==> config.mk <==
export PLATFORM = sky130hd
export DESIGN_NAME = fb_port_arbiter
export DESIGN_NICKNAME = d
export VERILOG_FILES = /design/src/rtl/fb_port_arbiter.sv
export SDC_FILE = /design/constraint.sdc
export NUM_CORES = 1
export LEC_CHECK = 0
export CORE_MARGIN = 5
export CORE_UTILIZATION = 54
export CTS_BUF_LIST = sky130_fd_sc_hd__clkbuf_8 sky130_fd_sc_hd__clkbuf_16
export DETAILED_ROUTE_END_ITERATION = 10
export GPL_TIMING_DRIVEN = 0
export HOLD_SLACK_MARGIN = 0.08
export PLACE_DENSITY = 0.88
export SKIP_LAST_GASP = 1
export SLEW_MARGIN = 30
export SYNTH_ARGS = -nofsm -noshare
export SYNTH_HDL_FRONTEND = slang
export SYNTH_SLANG_ARGS = --single-unit
==> constraint.sdc <==
create_clock -name clk_in -period 4.1 [get_ports clk_in]
set_clock_uncertainty 0.05 [all_clocks]
set_input_delay 0.82 -clock clk_in [delete_from_list [all_inputs] [get_ports clk_in]]
set_output_delay 0.82 -clock clk_in [all_outputs]
set_load 0.1 [all_outputs]
==> src/rtl/fb_port_arbiter.sv <==
// fb_port_arbiter: shares the single-port frame buffer BRAM between display reads,
// buffered camera writes and engine reads. Display has strict priority.
`default_nettype none

module fb_port_arbiter #(
  parameter int ADDR_W      = 17,
  parameter int DATA_W      = 16,
  parameter int DEPTH       = 76800,
  parameter int RD_LAT      = 2,
  parameter int WFIFO_DEPTH = 4
) (
  input  logic                           clk_in,
  input  logic                           rst_in,
  input  logic                           disp_valid_in,
  input  logic [ADDR_W-1:0]              disp_addr_in,
  output logic [DATA_W-1:0]              disp_data_out,
  output logic                           disp_valid_out,
  input  logic                           cam_valid_in,
  input  logic [ADDR_W-1:0]              cam_addr_in,
  input  logic [DATA_W-1:0]              cam_data_in,
  input  logic                           eng_valid_in,
  input  logic [ADDR_W-1:0]              eng_addr_in,
  output logic                           eng_ready_out,
  output logic [DATA_W-1:0]              eng_data_out,
  output logic                           eng_valid_out,
  output logic [ADDR_W-1:0]              bram_addr_out,
  output logic [DATA_W-1:0]              bram_din_out,
  output logic                           bram_we_out,
  input  logic [DATA_W-1:0]              bram_dout_in,
  output logic [$clog2(WFIFO_DEPTH):0]   wfifo_count_out,
  output logic                           wfifo_overflow_out
);

  localparam int PTR_W = $clog2(WFIFO_DEPTH);
  localparam int CNT_W = PTR_W + 1;
  localparam logic [ADDR_W:0]  DEPTH_LIM = (ADDR_W+1)'(DEPTH);
  localparam logic [CNT_W-1:0] FULL_CNT  = CNT_W'(WFIFO_DEPTH);

  typedef enum logic [1:0] {IDLE = 2'd0, DISP = 2'd1, WR = 2'd2, ENG = 2'd3} grant_t;

  logic [ADDR_W-1:0] fifo_addr [WFIFO_DEPTH];
  logic [DATA_W-1:0] fifo_data [WFIFO_DEPTH];
  logic [PTR_W-1:0]  wr_ptr, rd_ptr;
  logic [CNT_W-1:0]  count;
  logic              overflow;

  grant_t            grant_d, grant_q;
  logic              oob_q;
  logic [2:0]        tag0;
  logic [2:0]        tag_pipe [1:RD_LAT];

  logic              fifo_empty, fifo_full;
  logic              push_req, push, pop;
  logic [ADDR_W-1:0] rd_addr;
  logic              rd_oob;

  assign fifo_empty = (count == '0);
  assign fifo_full  = (count == FULL_CNT);
  assign push_req   = cam_valid_in & ({1'b0, cam_addr_in} < DEPTH_LIM);
  assign pop        = (grant_d == WR);
  // A full FIFO still accepts a write when the head drains in the same cycle.
  assign push       = push_req & (~fifo_full | pop);

  assign rd_addr       = disp_valid_in ? disp_addr_in : eng_addr_in;
  assign rd_oob        = ({1'b0, rd_addr} >= DEPTH_LIM);
  assign eng_ready_out = eng_valid_in & ~disp_valid_in & fifo_empty;

  always_comb begin
    grant_d = IDLE;
    if (disp_valid_in)     grant_d = DISP;
    else if (!fifo_empty)  grant_d = WR;
    else if (eng_valid_in) grant_d = ENG;
  end

  always_ff @(posedge clk_in) begin
    if (push) begin
      fifo_addr[wr_ptr] <= cam_addr_in;
      fifo_data[wr_ptr] <= cam_data_in;
    end
  end

  always_ff @(posedge clk_in or posedge rst_in) begin
    if (rst_in) begin
      wr_ptr   <= '0;
      rd_ptr   <= '0;
      count    <= '0;
      overflow <= 1'b0;
    end else begin
      if (push) wr_ptr <= wr_ptr + 1'b1;
      if (pop)  rd_ptr <= rd_ptr + 1'b1;
      case ({push, pop})
        2'b10:   count <= count + 1'b1;
        2'b01:   count <= count - 1'b1;
        default: count <= count;
      endcase
      if (push_req && fifo_full && !pop) overflow <= 1'b1;
    end
  end

  always_ff @(posedge clk_in or posedge rst_in) begin
    if (rst_in) begin
      grant_q       <= IDLE;
      oob_q         <= 1'b0;
      bram_addr_out <= '0;
      bram_din_out  <= '0;
      bram_we_out   <= 1'b0;
    end else begin
      grant_q <= grant_d;
      case (grant_d)
        DISP, ENG: begin
          bram_addr_out <= rd_addr;
          bram_we_out   <= 1'b0;
          oob_q         <= rd_oob;
        end
        WR: begin
          bram_addr_out <= fifo_addr[rd_ptr];
          bram_din_out  <= fifo_data[rd_ptr];
          bram_we_out   <= 1'b1;
          oob_q         <= 1'b0;
        end
        default: begin
          bram_we_out <= 1'b0;
          oob_q       <= 1'b0;
        end
      endcase
    end
  end

  // Stage 0 of the return tag is the registered grant itself; RD_LAT more stages follow.
  assign tag0 = {grant_q == DISP, grant_q == ENG, oob_q};

  always_ff @(posedge clk_in or posedge rst_in) begin
    if (rst_in) begin
      for (int k = 1; k <= RD_LAT; k++) tag_pipe[k] <= 3'b000;
    end else begin
      for (int k = RD_LAT; k > 1; k--) tag_pipe[k] <= tag_pipe[k-1];
      tag_pipe[1] <= tag0;
    end
  end

  assign disp_valid_out     = tag_pipe[RD_LAT][2];
  assign eng_valid_out      = tag_pipe[RD_LAT][1];
  assign disp_data_out      = (disp_valid_out && !tag_pipe[RD_LAT][0]) ? bram_dout_in : '0;
  assign eng_data_out       = (eng_valid_out  && !tag_pipe[RD_LAT][0]) ? bram_dout_in : '0;
  assign wfifo_count_out    = count;
  assign wfifo_overflow_out = overflow;

endmodule

`default_nettype wire

==> qor.csv, run 1 <==
stage;metric;value;unit
timing;Final Hold Vio Count;0;
timing;Max Slew Vio Count;0;
timing;relative slew slack;32.0;%
finish;layout cells sized above 1;15.4;%
flow_run;Max-cap violations;0;
power_and_ir_drop;total power;7.23;mW
global_route;All-Layer GR Usage;22.6;%
cts;Reg clk slew, reported paths;60;ps
timing;WHS;308;ps
logic_synthesis;Seq/Total Area, Yosys;71.4;%
cts;htree depth;4;
finish;Syn-to-layout area delta;34.0;%
worst_hold_path;Worst Hold Class;reg2reg;
routing;Routed WL;17500;um
routing;Iter 0 DRT Violations;326;
finish;non-filler instance count after layout;800;
routing;DR vias/cell;5.54;
logic_synthesis;Seq cells post-synth;183;
logic_synthesis;synthesized netlist cell count;429;
worst_setup_path;crit path launch type;flip-flop;
timing;worst slew pin tran;1020;ps
placement;GP Congestion;0.929;
finish;fin nets;704;
logic_synthesis;Synth top area share;54.0;%
timing;# setup viols final;0;
routing;number of detailed-route iterations in the first pass;6;
logic_synthesis;main combinational cell family by area after synthesis;multiplexers;
cts;CTS tree;built;
finish;total inserted antenna cells;0;
timing;Setup TNS Final;0;ps
logic_synthesis;XOR/XNOR Fraction of Synth Area;0.597;%
timing;Max Fclk;0.263;GHz
floorplan;num ports;161;
logic_synthesis;largest cells by area after synthesis;edfxtp_1 54%, dfrtp_1 17%, mux4_2 10%, and2_1 3.3%, mux2_2 2.5%;
logic_synthesis;Yosys warnings;0;
logic_synthesis;adder-cell share of the synthesized area;0.955;%
global_route;vias in the first global route;4805;
floorplan;Core Rows;42;
floorplan;die area;0.0160;mm2
power_and_ir_drop;maximum VDD drop;0.566;mV
worst_setup_path;Setup Crit Path Kind;reg2out;
worst_setup_path;crit-path max FO;10;
routing;Detail Route Antenna Nets;0;
placement;PortBufs;158;
logic_synthesis;Synth Area in Compound Gates;3.99;%
global_route;largest net degree at the start of global routing;33;
global_route;GRT overflow;0;
timing;RSZ-0062 raised after global routing;false;
worst_setup_path;R2R Setup Slk;1390;ps
cts;post-CTS setup repair buffer count;0;
floorplan;die width;127;um
worst_setup_path;WP data required;3230;ps
cts;deepest clock path buffer count;2;
global_route;antenna violations before repair;0;
logic_synthesis;Synth Area in Simple Gates;6.32;%
logic_synthesis;top cell type by total area after synthesis;edfxtp_1;
logic_synthesis;Mean Syn Cell Area;17.1;um2
logic_synthesis;Syn Nets;522;
routing;via count;4434;
power_and_ir_drop;leakage power;3.56;nW
floorplan;Core ar.;0.0133;mm2
routing;DRC viols;0;
worst_setup_path;Worst EP arrival;2940;ps
placement;Post-DP HPWL;12400;um
cts;cts bufs inserted;17;
placement;Placed Cells;768;
logic_synthesis;Mapped Area;0.00734;mm2
logic_synthesis;Distinct cells, synth;33;
floorplan;initial core utilization;55.2;%
status;status;finished clean;
cts;Sink Count;183;
worst_setup_path;Worst setup EP type;output pin;
global_route;first-pass GRT wire length;27100;um
timing;minimum clock period;3810;ps
timing;period utilization;92.9;%
cts;clock root buffer master;clkbuf_16;
cts;Clock Latency Late Sink;420;ps
floorplan;Die H;127;um
power_and_ir_drop;Power Density;735;mW/mm2
logic_synthesis;post-synthesis mux area share;15.1;%
routing;WL/cell;21.9;um
==> worst max-delay path, stage by stage (launching register included) <==
cell and delay (ps):
dfrtp_1 470, nor3_1 400, clkbuf_1 450, nand2_1 140, nor2_1 190, dlygate4sd2_1 880
==> through the flow <==
step | util, % | setup WS, ps | cell area [um2]
detailed placement | 69.6 | 372 | 9260
global placement | 68.8 | 33.0 | 9140
global route | 74.0 | 87.1 | 9830
floorplan | - | 328 | 7340
CTS | 74.0 | 282 | 9830
finish | 74.0 | 293 | 9830
==> layout by cell type, fill, tap and decap left out, types with 3 or more instances in the layout <==
cell type,Yosys,layout
o21ai_0,34,34
nor2b_1,3,3
clkdlybuf4s50_1,0,157
buf_2,6,6
clkbuf_8,0,3
edfxtp_1,132,132
dfrtp_1,51,51
xnor2_1,4,4
mux4_2,33,33
nor2_1,4,4
and2_1,39,35
a21o_1,3,3
clkbuf_1,15,15
inv_1,6,8
mux2i_1,17,17
buf_12,0,4
ha_1,4,4
mux2_2,16,16
clkinv_2,0,5
nand2_1,41,41
clkbuf_16,0,17
and2_2,0,4
==> layer usage <==
layer / vias up / part of all wire (%) / GRT usage (%)
met5: - / 0 / 0
met4: 0 / 1.7 / 6.88
met3: 21 / 9.5 / 6.73
met2: 226 / 52 / 39.7
met1: 2201 / 37 / 26.9
li1: 1986 / - / -
==> registers in the layout (all words and copies together) (netlist names) <==
| register | count |
|---|---|
| fifo_addr | 68 |
| fifo_data | 64 |
| bram_addr_out | 17 |
| bram_din_out | 16 |
| tag_pipe | 4 |
| wfifo_count_out | 3 |
| grant_q | 2 |
| rd_ptr | 2 |
| wr_ptr | 2 |
| bram_we_out | 1 |
| disp_valid_out | 1 |
| eng_valid_out | 1 |
| oob_q | 1 |
| wfifo_overflow_out | 1 |
==> worst paths after layout <==
check	from	endpoint	cells past startpoint
min in group asynchronous	rst_in	bram_din_out[14]$_DFFE_PP0P_	2
max in group asynchronous	rst_in	bram_addr_out[9]$_DFFE_PP0P_	3
max reg2reg	wfifo_count_out[0]$_DFFE_PP0P_	wfifo_count_out[2]$_DFFE_PP0P_	8
min	tag_pipe[4]$_DFF_PP0_	eng_valid_out$_DFF_PP0_	0
max	wfifo_count_out[0]$_DFFE_PP0P_	eng_ready_out	5
min reg2reg	tag_pipe[4]$_DFF_PP0_	eng_valid_out$_DFF_PP0_	0
==> synth_stat cells (all sizes together) <==
master,instances
xnor2,4
xor2,1
inv,6
o41ai,1
a31oi,1
mux4,33
fa,1
o21ai,34
nand2,41
a22oi,1
nand2b,2
buf,8
a211o,1
mux2,17
and2,39
clkbuf,15
edfxtp,132
a211oi,1
o21a,2
nor2b,3
ha,4
nor3,2
nor4bb,1
dfrtp,51
a21oi,2
a2111oi,2
mux2i,17
nor2,4
a21o,3
==> cell type report <==
cell class | instances | area [um2]
buffer | 23 | 101
clock buffer | 20 | 467
clock inverter | 12 | 111
fill | 769 | 3460
inverter | 6 | 25.0
multi-input combinational | 217 | 1980
sequential | 183 | 5240
tap | 176 | 220
timing repair buffer | 163 | 1690
==> repair_timing <==
item                                    4_1_cts  5_1_grt
gates resized for setup                       1        0
hold buffers                                  0        0
endpoints found under the setup margin        1        0
==> kinds of logic (layout without fill, tap and decap cells) <==
family / Yosys count / count (layout)
flip-flops: 183 / 183
AND/OR/NAND/NOR: 92 / 92
multiplexers: 67 / 67
AO/OA/AOI/OAI: 48 / 48
buffers and inverters: 29 / 224
adder cells (fa/ha/maj): 5 / 5
XOR/XNOR: 5 / 5
==> power by group <==
part | total (mW) | internal (mW) | switching [mW]
combinational | 3.16 | 0.981 | 2.18
clock | 1.57 | 0.933 | 0.638
sequential | 2.50 | 2.34 | 0.161
total | 7.23 | 4.25 | 2.98
Power figures use the tool's default switching activity.
==> inputs of run 2 (changes only) <==
==> constraint.sdc (replaced) <==
create_clock -name clk_in -period 4.1 [get_ports clk_in]
set_clock_uncertainty 0.05 [all_clocks]
set_input_delay 1.025 -clock clk_in [delete_from_list [all_inputs] [get_ports clk_in]]
set_output_delay 1.025 -clock clk_in [all_outputs]
set_load 0.1 [all_outputs]
==> run 2 against run 1 <==
  * Wire length about the same
  * Die area unchanged
  * Critical endpoint is now eng_data_out[4]
  * Critical path type is now in2out
  * Sequential share of layout area is essentially flat
==> qor.csv, run 2 (same netlist as run 1, synthesis figures left out) <==
stage;metric;value;unit;change
status;status;finished clean;;
power_and_ir_drop;maximum VDD drop;0.566;mV;about the same
power_and_ir_drop;Seq pwr share;34.6;%;about the same
worst_setup_path;Crit. path cell count;3;;-2
routing;Detail Route Antenna Nets;0;;unchanged
worst_setup_path;Worst EP arrival;2800;ps;-140 ps
cts;CTS tree;built;;
global_route;grt met1 use;26.9;%;unchanged
finish;max FFs per register;68;;unchanged
cts;cts bufs inserted;17;;unchanged
global_route;All-Layer GR Usage;22.6;%;unchanged
worst_setup_path;FF-to-FF End;wfifo_count_out[2]$_DFFE_PP0P_;;
floorplan;Die H;127;um;unchanged
timing;Max Slew Vio Count;0;;unchanged
global_route;GRT overflow;0;;unchanged
global_route;first-pass GRT wire length;27100;um;unchanged
worst_setup_path;crit path launch type;primary input;;
cts;Reg clk slew, reported paths;60;ps;about the same
cts;post-CTS setup repair buffer count;0;;unchanged
finish;non-filler instance count after layout;800;;unchanged
worst_setup_path;Bufs and invs on worst path;2;;unchanged
floorplan;die area;0.0160;mm2;unchanged
finish;Top reg by flops;fifo_addr;;
timing;period utilization;94.4;%;+1.6 points
finish;largest registers;fifo_addr (68), fifo_data (64), bram_addr_out (17);;
worst_setup_path;Worst setup EP type;output pin;;
routing;WL/cell;21.9;um;about the same
global_route;vias in the first global route;4805;;unchanged
timing;Final Hold Vio Count;0;;unchanged
worst_setup_path;RR Startpoint;wfifo_count_out[0]$_DFFE_PP0P_;;
power_and_ir_drop;Power Density;735;mW/mm2;about the same
placement;GP Congestion;0.929;;unchanged
cts;clock root buffer master;clkbuf_16;;
timing;relative slew slack;32.0;%;about the same
worst_setup_path;CP cell instances;clkdlybuf4s50_1 > and2_1 > clkdlybuf4s50_1;;
finish;most frequent cells in the layout;157 x clkdlybuf4s50_1, 132 x edfxtp_1, 51 x dfrtp_1;;
worst_setup_path;crit path from;bram_dout_in[4];;
worst_setup_path;WP data required;3020;ps;-210 ps
cts;cts hold-fix bufs;0;;unchanged
timing;RSZ-0062 raised after global routing;false;;
routing;DR vias/cell;5.54;;unchanged
finish;total inserted antenna cells;0;;unchanged
timing;# setup viols final;0;;unchanged
finish;most common cell after layout, fill and taps aside;clkdlybuf4s50_1;;
cts;cts repair resizes;1;;unchanged
cts;htree depth;4;;unchanged
flow_run;Max-cap violations;0;;unchanged
routing;via count;4434;;unchanged
power_and_ir_drop;Switching Share;41.2;%;about the same
worst_setup_path;Largest stage delay, worst path;1150;ps;+270 ps
global_route;grt met2 use;39.7;%;unchanged
floorplan;Core ar.;0.0133;mm2;unchanged
worst_setup_path;crit-path max FO;2;;-8
routing;Routed WL;17500;um;about the same
worst_hold_path;Worst Hold Class;reg2reg;;
placement;Post-DP HPWL;12400;um;unchanged
global_route;GRT Max-Usage Layer;met2;;
power_and_ir_drop;total power;7.23;mW;about the same
floorplan;Core Rows;42;;unchanged
global_route;largest net degree at the start of global routing;33;;unchanged
worst_hold_path;HP Start;tag_pipe[4]$_DFF_PP0_;;
power_and_ir_drop;Internal;4.25;mW;about the same
worst_setup_path;worst setup path endpoint;eng_data_out[4];;
timing;minimum clock period;3870;ps;+65.1 ps
worst_setup_path;FF-to-FF path depth;8;;unchanged
placement;PortBufs;158;;unchanged
finish;area of the multi-input gates;0.00198;mm2;unchanged
cts;deepest clock path buffer count;2;;unchanged
finish;Register Area;0.00524;mm2;unchanged
worst_setup_path;R2R Setup Slk;1390;ps;about the same
worst_setup_path;Top delay family on crit path;buffers and inverters;;
timing;WHS;308;ps;+0.00600 ps
timing;worst slew pin tran;1020;ps;+0.00376 ps
floorplan;num ports;161;;unchanged
routing;number of detailed-route iterations in the first pass;6;;unchanged
floorplan;die width;127;um;unchanged
global_route;antenna violations before repair;0;;unchanged
floorplan;initial core utilization;55.2;%;unchanged
finish;Filler Cell Count;768;;-0.13%
worst_setup_path;Setup Crit Path Kind;in2out;;
finish;fin nets;704;;unchanged
cts;Clock Latency Late Sink;420;ps;about the same
power_and_ir_drop;Psw;2.98;mW;about the same
worst_setup_path;cell mode on critical path;clkdlybuf4s50_1;;
timing;Max Fclk;0.258;GHz;-1.7%
placement;Placed Cells;768;;unchanged
global_route;M3 GR Usage;6.73;%;unchanged
power_and_ir_drop;Clock power frac;21.7;%;about the same
routing;DRC viols;0;;unchanged
finish;Syn-to-layout area delta;33.9;%;about the same
power_and_ir_drop;Comb pwr share;43.7;%;about the same
cts;Sink Count;183;;unchanged
worst_setup_path;slowest CP cell;clkdlybuf4s50_1;;
power_and_ir_drop;leakage power;3.55;nW;about the same
routing;Iter 0 DRT Violations;326;;unchanged
finish;layout cells sized above 1;15.5;%;+0.16 points
==> run 2: changes by cell type in the layout (fill, tap and decap cells not counted) <==
cell,delta
clkbuf_2,+1
dlygate4sd2_1,-1
==> run 2: worst register-to-register path, cell delays in order (launching register included) <==
cell and delay (ps):
dfrtp_1 470, nor3_1 400, nor2_1 160, clkbuf_1 350, and2_1 280, fa_1 400
nor3_1 210, a22oi_1 120, xnor2_1 170
==> run 2: per-layer routing <==
layer | vias to the layer above | wire length (um) | share of wire [%]
met3 | 22 | 1670 | 9.6
met5 | - | 0 | 0
met1 | 2200 | 6530 | 37
li1 | 1986 | - | -
met2 | 226 | 9020 | 52
met4 | 0 | 285 | 1.6
==> run 2: worst min-delay path by stage <==
stage                                to  slack, ps  cells after the start
3_5_place_dp      tag_pipe[0]$_DFF_PP0_        290                      0
2_1_floorplan  disp_valid_out$_DFF_PP0_        280                      0
5_1_grt           tag_pipe[0]$_DFF_PP0_        320                      0
6_report        eng_valid_out$_DFF_PP0_        310                      0
3_3_place_gp   disp_valid_out$_DFF_PP0_        280                      0
4_1_cts           tag_pipe[0]$_DFF_PP0_        310                      0
==> run 2: per-stage QoR <==
step	TNS (ps)	util [%]	area (um2)	setup slack [ps]
after global placement	-21170	68.8	9140	-172
after CTS	0	74.0	9830	76.9
final	0	73.9	9830	228
after detailed placement	-37.9	69.6	9260	-37.9
after floorplan	0	-	7340	123
after global routing	0	73.9	9830	172
==> run 2: final cells by class <==
| class | instances | share of cell area [%] |
|---|---|---|
| buffer | 23 | 1.03 |
| clock buffer | 20 | 4.75 |
| clock inverter | 12 | 1.13 |
| inverter | 6 | 0.255 |
| multi-input combinational | 217 | 20.2 |
| sequential | 183 | 53.3 |
| tap | 176 | 2.24 |
| timing repair buffer | 163 | 17.1 |
==> run 2: power groups by stage <==
stage	sequential (mW)	clock [mW]	combinational [mW]
detailed placement	2.53	0	3.16
finish	2.50	1.57	3.16
floorplan	3.68	0	1.15
global placement	2.51	0	3.07
CTS	2.50	1.59	3.19
global route	2.53	1.68	3.31
